**src/rtl/pipe_stage_buf.sv**
```systemverilog
// pipe_stage_buf: pipeline-stage register carrying an opaque payload and control bundle between
// adjacent processor stages over a valid/ready handshake. A synchronous flush inserts a bubble,
// and a saturating counter records back-pressure cycles.
//
// Build option: define PIPE_SKID_EN to add a skid register. in_ready_o then comes from a flop,
// so there is no combinational out_ready_i -> in_ready_o path. Without it the stage holds a
// single entry and in_ready_o follows out_ready_i combinationally.
//
// Ports:
//   clk          rising-edge clock
//   reset        asynchronous, active-high reset
//   flush_i      synchronous flush; drops held entries and the input offered that cycle
//   in_valid_i   upstream entry present
//   in_ready_o   stage can accept an entry
//   in_data_i    upstream payload (DATA_W)
//   in_ctrl_i    upstream control (CTRL_W)
//   out_valid_o  entry held for downstream
//   out_ready_i  downstream accepts
//   out_data_o   held payload; keeps its last value when the stage is empty
//   out_ctrl_o   held control; reads 0 whenever out_valid_o = 0
//   stall_cnt_o  saturating count of cycles with out_valid_o = 1 and out_ready_i = 0
module pipe_stage_buf #(
  parameter int unsigned DATA_W = 64,
  parameter int unsigned CTRL_W = 4,
  parameter int unsigned CNT_W  = 16
) (
  input  logic              clk,
  input  logic              reset,
  input  logic              flush_i,
  input  logic              in_valid_i,
  output logic              in_ready_o,
  input  logic [DATA_W-1:0] in_data_i,
  input  logic [CTRL_W-1:0] in_ctrl_i,
  output logic              out_valid_o,
  input  logic              out_ready_i,
  output logic [DATA_W-1:0] out_data_o,
  output logic [CTRL_W-1:0] out_ctrl_o,
  output logic [CNT_W-1:0]  stall_cnt_o
);

  localparam logic [CNT_W-1:0] CntMax = {CNT_W{1'b1}};

  // Main register: drives the outputs.
  logic              m_valid_q, m_valid_d;
  logic [DATA_W-1:0] m_data_q, m_data_d;
  logic [CTRL_W-1:0] m_ctrl_q, m_ctrl_d;
  logic [CNT_W-1:0]  stall_cnt_q, stall_cnt_d;

  logic xfer_in;
  logic m_load;

  assign xfer_in = in_valid_i && in_ready_o && !flush_i;
  assign m_load  = !m_valid_q || out_ready_i;

`ifdef PIPE_SKID_EN
  // Skid register: catches the entry accepted while M is stalled.
  logic              s_valid_q, s_valid_d;
  logic [DATA_W-1:0] s_data_q, s_data_d;
  logic [CTRL_W-1:0] s_ctrl_q, s_ctrl_d;

  // Only the flush term is combinational; out_ready_i never reaches in_ready_o.
  assign in_ready_o = !s_valid_q && !flush_i;

  always_comb begin
    s_valid_d = s_valid_q;
    s_data_d  = s_data_q;
    s_ctrl_d  = s_ctrl_q;
    if (flush_i) begin
      s_valid_d = 1'b0;
    end else if (m_load && s_valid_q) begin
      s_valid_d = 1'b0;
    end else if (xfer_in && m_valid_q && !out_ready_i) begin
      s_valid_d = 1'b1;
      s_data_d  = in_data_i;
      s_ctrl_d  = in_ctrl_i;
    end
  end

  always_ff @(posedge clk or posedge reset) begin
    if (reset) begin
      s_valid_q <= 1'b0;
      s_data_q  <= '0;
      s_ctrl_q  <= '0;
    end else begin
      s_valid_q <= s_valid_d;
      s_data_q  <= s_data_d;
      s_ctrl_q  <= s_ctrl_d;
    end
  end
`else
  assign in_ready_o = !flush_i && (out_ready_i || !m_valid_q);
`endif

  // Payload registers are not cleared on flush or drain; only valid drops.
  always_comb begin
    m_valid_d = m_valid_q;
    m_data_d  = m_data_q;
    m_ctrl_d  = m_ctrl_q;
    if (flush_i) begin
      m_valid_d = 1'b0;
    end else if (m_load) begin
`ifdef PIPE_SKID_EN
      if (s_valid_q) begin
        m_valid_d = 1'b1;
        m_data_d  = s_data_q;
        m_ctrl_d  = s_ctrl_q;
      end else
`endif
      if (xfer_in) begin
        m_valid_d = 1'b1;
        m_data_d  = in_data_i;
        m_ctrl_d  = in_ctrl_i;
      end else begin
        m_valid_d = 1'b0;
      end
    end
  end

  always_comb begin
    stall_cnt_d = stall_cnt_q;
    if (m_valid_q && !out_ready_i && (stall_cnt_q != CntMax)) begin
      stall_cnt_d = stall_cnt_q + 1'b1;
    end
  end

  always_ff @(posedge clk or posedge reset) begin
    if (reset) begin
      m_valid_q   <= 1'b0;
      m_data_q    <= '0;
      m_ctrl_q    <= '0;
      stall_cnt_q <= '0;
    end else begin
      m_valid_q   <= m_valid_d;
      m_data_q    <= m_data_d;
      m_ctrl_q    <= m_ctrl_d;
      stall_cnt_q <= stall_cnt_d;
    end
  end

  assign out_valid_o = m_valid_q;
  assign out_data_o  = m_data_q;
  // A bubble must never present live enables downstream.
  assign out_ctrl_o  = m_valid_q ? m_ctrl_q : '0;
  assign stall_cnt_o = stall_cnt_q;

endmodule

```
**config.mk**
```make
export PLATFORM = sky130hd
export DESIGN_NAME = pipe_stage_buf
export DESIGN_NICKNAME = d
export VERILOG_FILES = /design/src/rtl/pipe_stage_buf.sv
export SDC_FILE = /design/constraint.sdc
export NUM_CORES = 1
export LEC_CHECK = 0
export ABC_AREA = 1
export BUFFER_PORTS_ARGS = -buffer_cell sky130_fd_sc_hd__buf_2
export CAP_MARGIN = 10
export CORE_MARGIN = 2
export CORE_UTILIZATION = 30
export CTS_CLUSTER_DIAMETER = 40
export DETAILED_ROUTE_END_ITERATION = 7
export PLACE_DENSITY = 0.5
export SETUP_SLACK_MARGIN = 0.2
export SYNTH_ARGS = -nofsm -noshare
export SYNTH_HDL_FRONTEND = slang
export SYNTH_SLANG_ARGS = --single-unit
```
**constraint.sdc**
```tcl
create_clock -name clk -period 7 [get_ports clk]
set_input_delay 0.7 -clock clk [delete_from_list [all_inputs] [get_ports clk]]
set_output_delay 0.7 -clock clk [all_outputs]
set_load 0.01 [all_outputs]
```
==> results.md, run 1 <==
* DIE AREA at 13,600 µm²
* Max Slew Vio Count at 0
* Max Clock Skew at 0.00664 ns
* Asr flop ratio synth at 100%
* Launch point of the worst path: out_valid_o
* Worst-margin pin slew at 0.956 ns
* DRC at 0
* Dpl cell area at 4700 µm²
* Post-synth top cells: 202 x nand2_1, 85 x dfrtp_1, 76 x nand3_1
* Reg2reg start: out_valid_o
* Internal reg-to-reg setup slack at 4.46 ns
* Post-synth top area share at 55.8%
* Max_cap viols at 0
* Clk_lat worst skew at 0.34 ns
* Post-Syn Area at 3810 µm²
* Area grow syn2layout at 31.5%
* Dpl cells at 768
* Die H at 117 µm
* Worst Setup EP: in_ready_o
* Clock Sinks at 85
* Net Count, Synth at 533
* Htree depth at 3
* Reg2reg end: out_data_o[28]
* Drt initial violations at 198
* Hold_buf cts at 0
* Clock Root Buffer: clkbuf_16
* Port bufs at 158
* EDFF count, synth at 0
* Top Ports at 159
* Synth warnings at 0
* Synth area leaders: dfrtp_1 56%, nand2_1 20%, nand3_1 10%, inv_1 2.4%, nand4_1 1.6%
* Pleak at 2.84 nW
* Post-synth cell types at 24
* Fin area at 5010 µm²
* Aggregate global routing overflow at 0
* CTS tree: built
* Crit. End Element: output port
* Pre-antenna DRT Iters at 4
* Status: finished, final reports clean
* Initial cell density of the core at 30.4%
* CTS Buf Count at 9
* Worst Reg-to-Reg Cells at 6
* Vias per std cell at 4.43
* Post-Synthesis Cells at 459
* Fmax at 369 MHz
* Core area at 12,500 µm²
* Clk buf depth at 2
* Pin count of the biggest net entering global routing at 71
* Post-route ant nets at 0
* Fraction of layout cells with a size suffix above 1 at 30.9%
* Row cnt at 41
* Register area share after synthesis at 55.8%
* Min Tclk post-route at 2.71 ns
* RSZ-0062 raised after global routing: false
* Crit start category: flip-flop
* Power per Cell Area at 274 nW/µm²
* Gp weighted congestion at 0.815
* Resized cells post-CTS at 0
* Antenna cells at 0
* Detailed Place HPWL at 7040 µm
* Reg clk slew, reported paths at 0.06 ns
* Critical Path Fanout Max at 70
* Setup violations, final at 0
* Setup bufs post-CTS at 0
* Period Utilization, post-route at 38.7%
* Initial antenna violation count at 0
* Power Total at 1.37 mW
* Worst EP arrival at 2.01 ns
* Critical path class: reg2out
* Final hold viol count at 0
* Max VDD drop at 125 µV
* Total GRT Usage at 15.4%
* Chip width at 117 µm
* Setup TNS at 0 ns
* Layout net count at 681
* Slew Limit Headroom at 36.2%
* Non-Filler Instances at 783
* CP required at 6.30 ns
* First-pass GRT wire length at 16,200 µm
* Count leader, synth: nand2_1
* Vias at 3,470
* Post-synthesis register bit count at 85
* Vias in the first global route at 3,226
* Prevailing post-synth register cell: dfrtp_1
* Wire length per cell at 13.1 µm
* Worst Hold Class: in2async
* Final WL at 10,200 µm
* Mean Syn Cell Area at 8.30 µm²
* Post-synth top area cell: dfrtp_1
cell usage in the layout (no fill, tap or decap):
cell type	instances
and2_1	1
buf_2	158
buf_4	2
bufinv_16	2
clkbuf_16	9
clkinv_2	3
clkinvlp_4	1
dfrtp_1	85
ha_1	1
inv_1	23
inv_2	1
inv_6	1
nand2_1	202
nand2_2	4
nand2_4	1
nand3_1	76
nand3b_1	2
nand4_1	10
nor2_1	14
nor2_2	4
nor2_4	1
nor2_8	2
o21ai_0	3
o21ai_1	1
xnor2_1	1
xor2_1	3
logic make-up (layout without fill, tap and decap cells):
family	Yosys count	in the layout	synth area share (%)
and+or+nand+nor	317	317	36.4
DFF	85	85	55.8
buffers and inverters	48	200	5.95
AOI/OAI and AO/OA	4	4	0.525
xor gates and xnor gates	4	4	0.920
adders and majority gates	1	1	0.328
cell type report:
type	count	area (µm²)
timing repair buffer	160	806
clock buffer	9	225
inverter	25	95.1
multi-input combinational	326	1460
fill	1332	7510
sequential	85	2130
tap	172	215
clock inverter	6	86.3
per-stage QoR:
step	utilization (%)	hold WS, ns	worst slack, ns
after floorplan	-	0.442	4.11
after global placement	37.5	0.451	4.27
after detailed placement	37.5	0.454	4.26
after CTS	40.0	0.449	4.22
after global routing	40.0	0.482	4.14
final	40.0	0.425	4.29
power by group:
group | internal, mW | leakage [nW] | switching, mW | total [mW]
logic | 0.102 | 1.62 | 0.149 | 0.250
registers | 0.562 | 1.07 | 0.0517 | 0.614
clock network | 0.310 | 0.152 | 0.196 | 0.506
per-layer routing:
layer / track usage (%) / wire length (µm) / vias to the layer above
li1: - / - / 1740
met1: 20.0 / 4540 / 1612
met2: 23.1 / 4630 / 106
met3: 5.66 / 865 / 12
met4: 6.43 / 191 / 0
met5: 0 / 0 / -
sequential cells by signal, indices dropped and copies added (netlist names):
| name | count |
|---|---|
| stall_cnt_o | 16 |
| out_valid_o | 1 |
| m_ctrl_q | 4 |
| out_data_o | 64 |
how the worst min path moves through the flow:
stage | start | endpoint | slack (ns)
3_5_place_dp | out_data_o[17] | out_data_o[17] | 0.45
4_1_cts | reset | out_data_o[29] | 0.45
3_3_place_gp | out_data_o[41] | out_data_o[41] | 0.45
6_report | reset | out_data_o[32] | 0.43
5_1_grt | reset | out_data_o[29] | 0.48
2_1_floorplan | m_ctrl_q[0] | m_ctrl_q[0] | 0.44
critical path, stage by stage (launching register included):
cell     delay, ns
dfrtp_1       0.49
inv_2         0.14
nor2_8        0.06
nor2_8        0.66
buf_2         0.27
Power figures use the tool's default switching activity.
==> inputs of run 2 (changes only) <==
==> constraint.sdc (replaced) <==
create_clock -name clk -period 2.8 [get_ports clk]
set_input_delay 0.28 -clock clk [delete_from_list [all_inputs] [get_ports clk]]
set_output_delay 0.28 -clock clk [all_outputs]
set_load 0.01 [all_outputs]
==> results.md, run 2 (synthesis results as in run 1) <==
* Status: finished, final reports clean
* Clock Root Buffer: clkbuf_16
* Area grow syn2layout at 32.0%
* Power per Cell Area at 677 nW/µm²
* Post-route ant nets at 0
* Max reg flops at 64
* Min Tclk post-route at 1.84 ns
* Critical-path top delay cell: nand2_4
* Antenna cells at 0
* Htree depth at 3
* Final hold viol count at 0
* Setup bufs post-CTS at 0
* Pleak at 2.85 nW
* CTS Buf Count at 9
* Core area at 12,500 µm²
* Pre-antenna DRT Iters at 4
* Worst EP arrival at 2.06 ns
* Crit. End Element: flip-flop
* Detailed Place HPWL at 7280 µm
* Commonest non-fill, non-tap cell in the layout: nand2_1
* Worst-margin pin slew at 0.756 ns
* Chip width at 117 µm
* CTS tree: built
* Critical Path Fanout Max at 69
* Gp weighted congestion at 0.830
* Period Utilization, post-route at 65.7%
* Hold_buf cts at 0
* Top Ports at 159
* DRC at 0
* Final WL at 10,600 µm
* Resized cells post-CTS at 0
* Critical path class: reg2reg
* Initial antenna violation count at 0
* Port bufs at 158
* Row cnt at 41
* Aggregate global routing overflow at 0
* Pin count of the biggest net entering global routing at 70
* Wire length per cell at 13.6 µm
* DIE AREA at 13,600 µm²
* Hold_ws at 0.0135 ns
* Max VDD drop at 287 µV
* Post-layout util at 40.2%
* Reg clk slew, reported paths at 0.07 ns
* Crit start category: flip-flop
* Total GRT Usage at 16.0%
* Max incr delay on CP at 0.50 ns
* Die H at 117 µm
* First-pass GRT wire length at 17,100 µm
* RSZ-0062 raised after global routing: false
* Worst Hold Class: in2async
* Initial cell density of the core at 30.4%
* Max_cap viols at 0
* Clk_lat worst skew at 0.33 ns
* Setup violations, final at 0
* Commonest non-fill, non-tap cells in the layout: 202 x nand2_1, 158 x buf_2, 85 x dfrtp_1
* Clk buf depth at 2
* Fraction of layout cells with a size suffix above 1 at 31.2%
* Max Slew Vio Count at 0
* Clock Sinks at 85
* Vias at 3,549
* Slew Limit Headroom at 49.6%
* Layout net count at 682
* Max Clock Skew at 0.00615 ns
* Setup TNS at 0 ns
* CP required at 3.02 ns
* Crit path cell chain: inv_2 > nor2_8 > nor2_8 > nand2_4 > nand2_1 > nand2_1
* Vias per std cell at 4.52
* Drt initial violations at 161
* Vias in the first global route at 3,388
* Fmax at 543 MHz
-- run 2: per-layer routing --
| layer | routed length, µm | vias up | GRT usage, % |
|---|---|---|---|
| met5 | 0 | - | 0 |
| met4 | 148 | 0 | 4.63 |
| met3 | 844 | 12 | 6.12 |
| met2 | 4860 | 101 | 25.0 |
| met1 | 4790 | 1692 | 20.9 |
| li1 | - | 1744 | - |
-- run 2: power breakdown --
group	internal (mW)	leakage [nW]	total (mW)	switching (mW)
Clock	0.722	0.149	1.23	0.506
Sequential	1.40	1.07	1.54	0.131
Combinational	0.257	1.63	0.637	0.380
-- run 2: worst paths after layout --
path | startpoint | to | slack [ns] | cells after the start
max | out_valid_o | out_data_o[49] | 0.96 | 6
min | reset | out_data_o[28] | 0.01 | 2
max reg2reg | out_valid_o | out_data_o[49] | 0.96 | 6
min reg2reg | out_data_o[60] | out_data_o[60] | 0.47 | 2
max in group asynchronous | reset | stall_cnt_o[13] | 2.08 | 3
min in group clk | in_data_i[16] | out_data_o[16] | 0.17 | 3
-- run 2: critical path, delay by kind of cell (launching register included) --
| kind | cells | cell delay, ns |
|---|---|---|
| flops | 1 | 0.44 |
| simple gates | 5 | 1.14 |
| buf+inv | 1 | 0.12 |
-- run 2: cell type report --
cell class | count | area, µm²
Tap cell | 172 | 215
Timing Repair Buffer | 161 | 826
Clock buffer | 10 | 239
Inverter | 25 | 95.1
Clock inverter | 6 | 68.8
Sequential cell | 85 | 2130
Fill cell | 1350 | 7490
Multi-Input combinational cell | 326 | 1460
-- run 2: stage by stage --
stage / instance area (µm²) / cells / power, mW / setup slack (ns)
global placement: 4720 / 769 / 2.19 / 1.04
finish: 5030 / 785 / 3.40 / 0.960
global route: 5030 / 785 / 3.61 / 0.780
CTS: 5030 / 785 / 3.46 / 0.950
detailed placement: 4720 / 769 / 2.20 / 0.961
floorplan: 3810 / 459 / 1.89 / 0.327
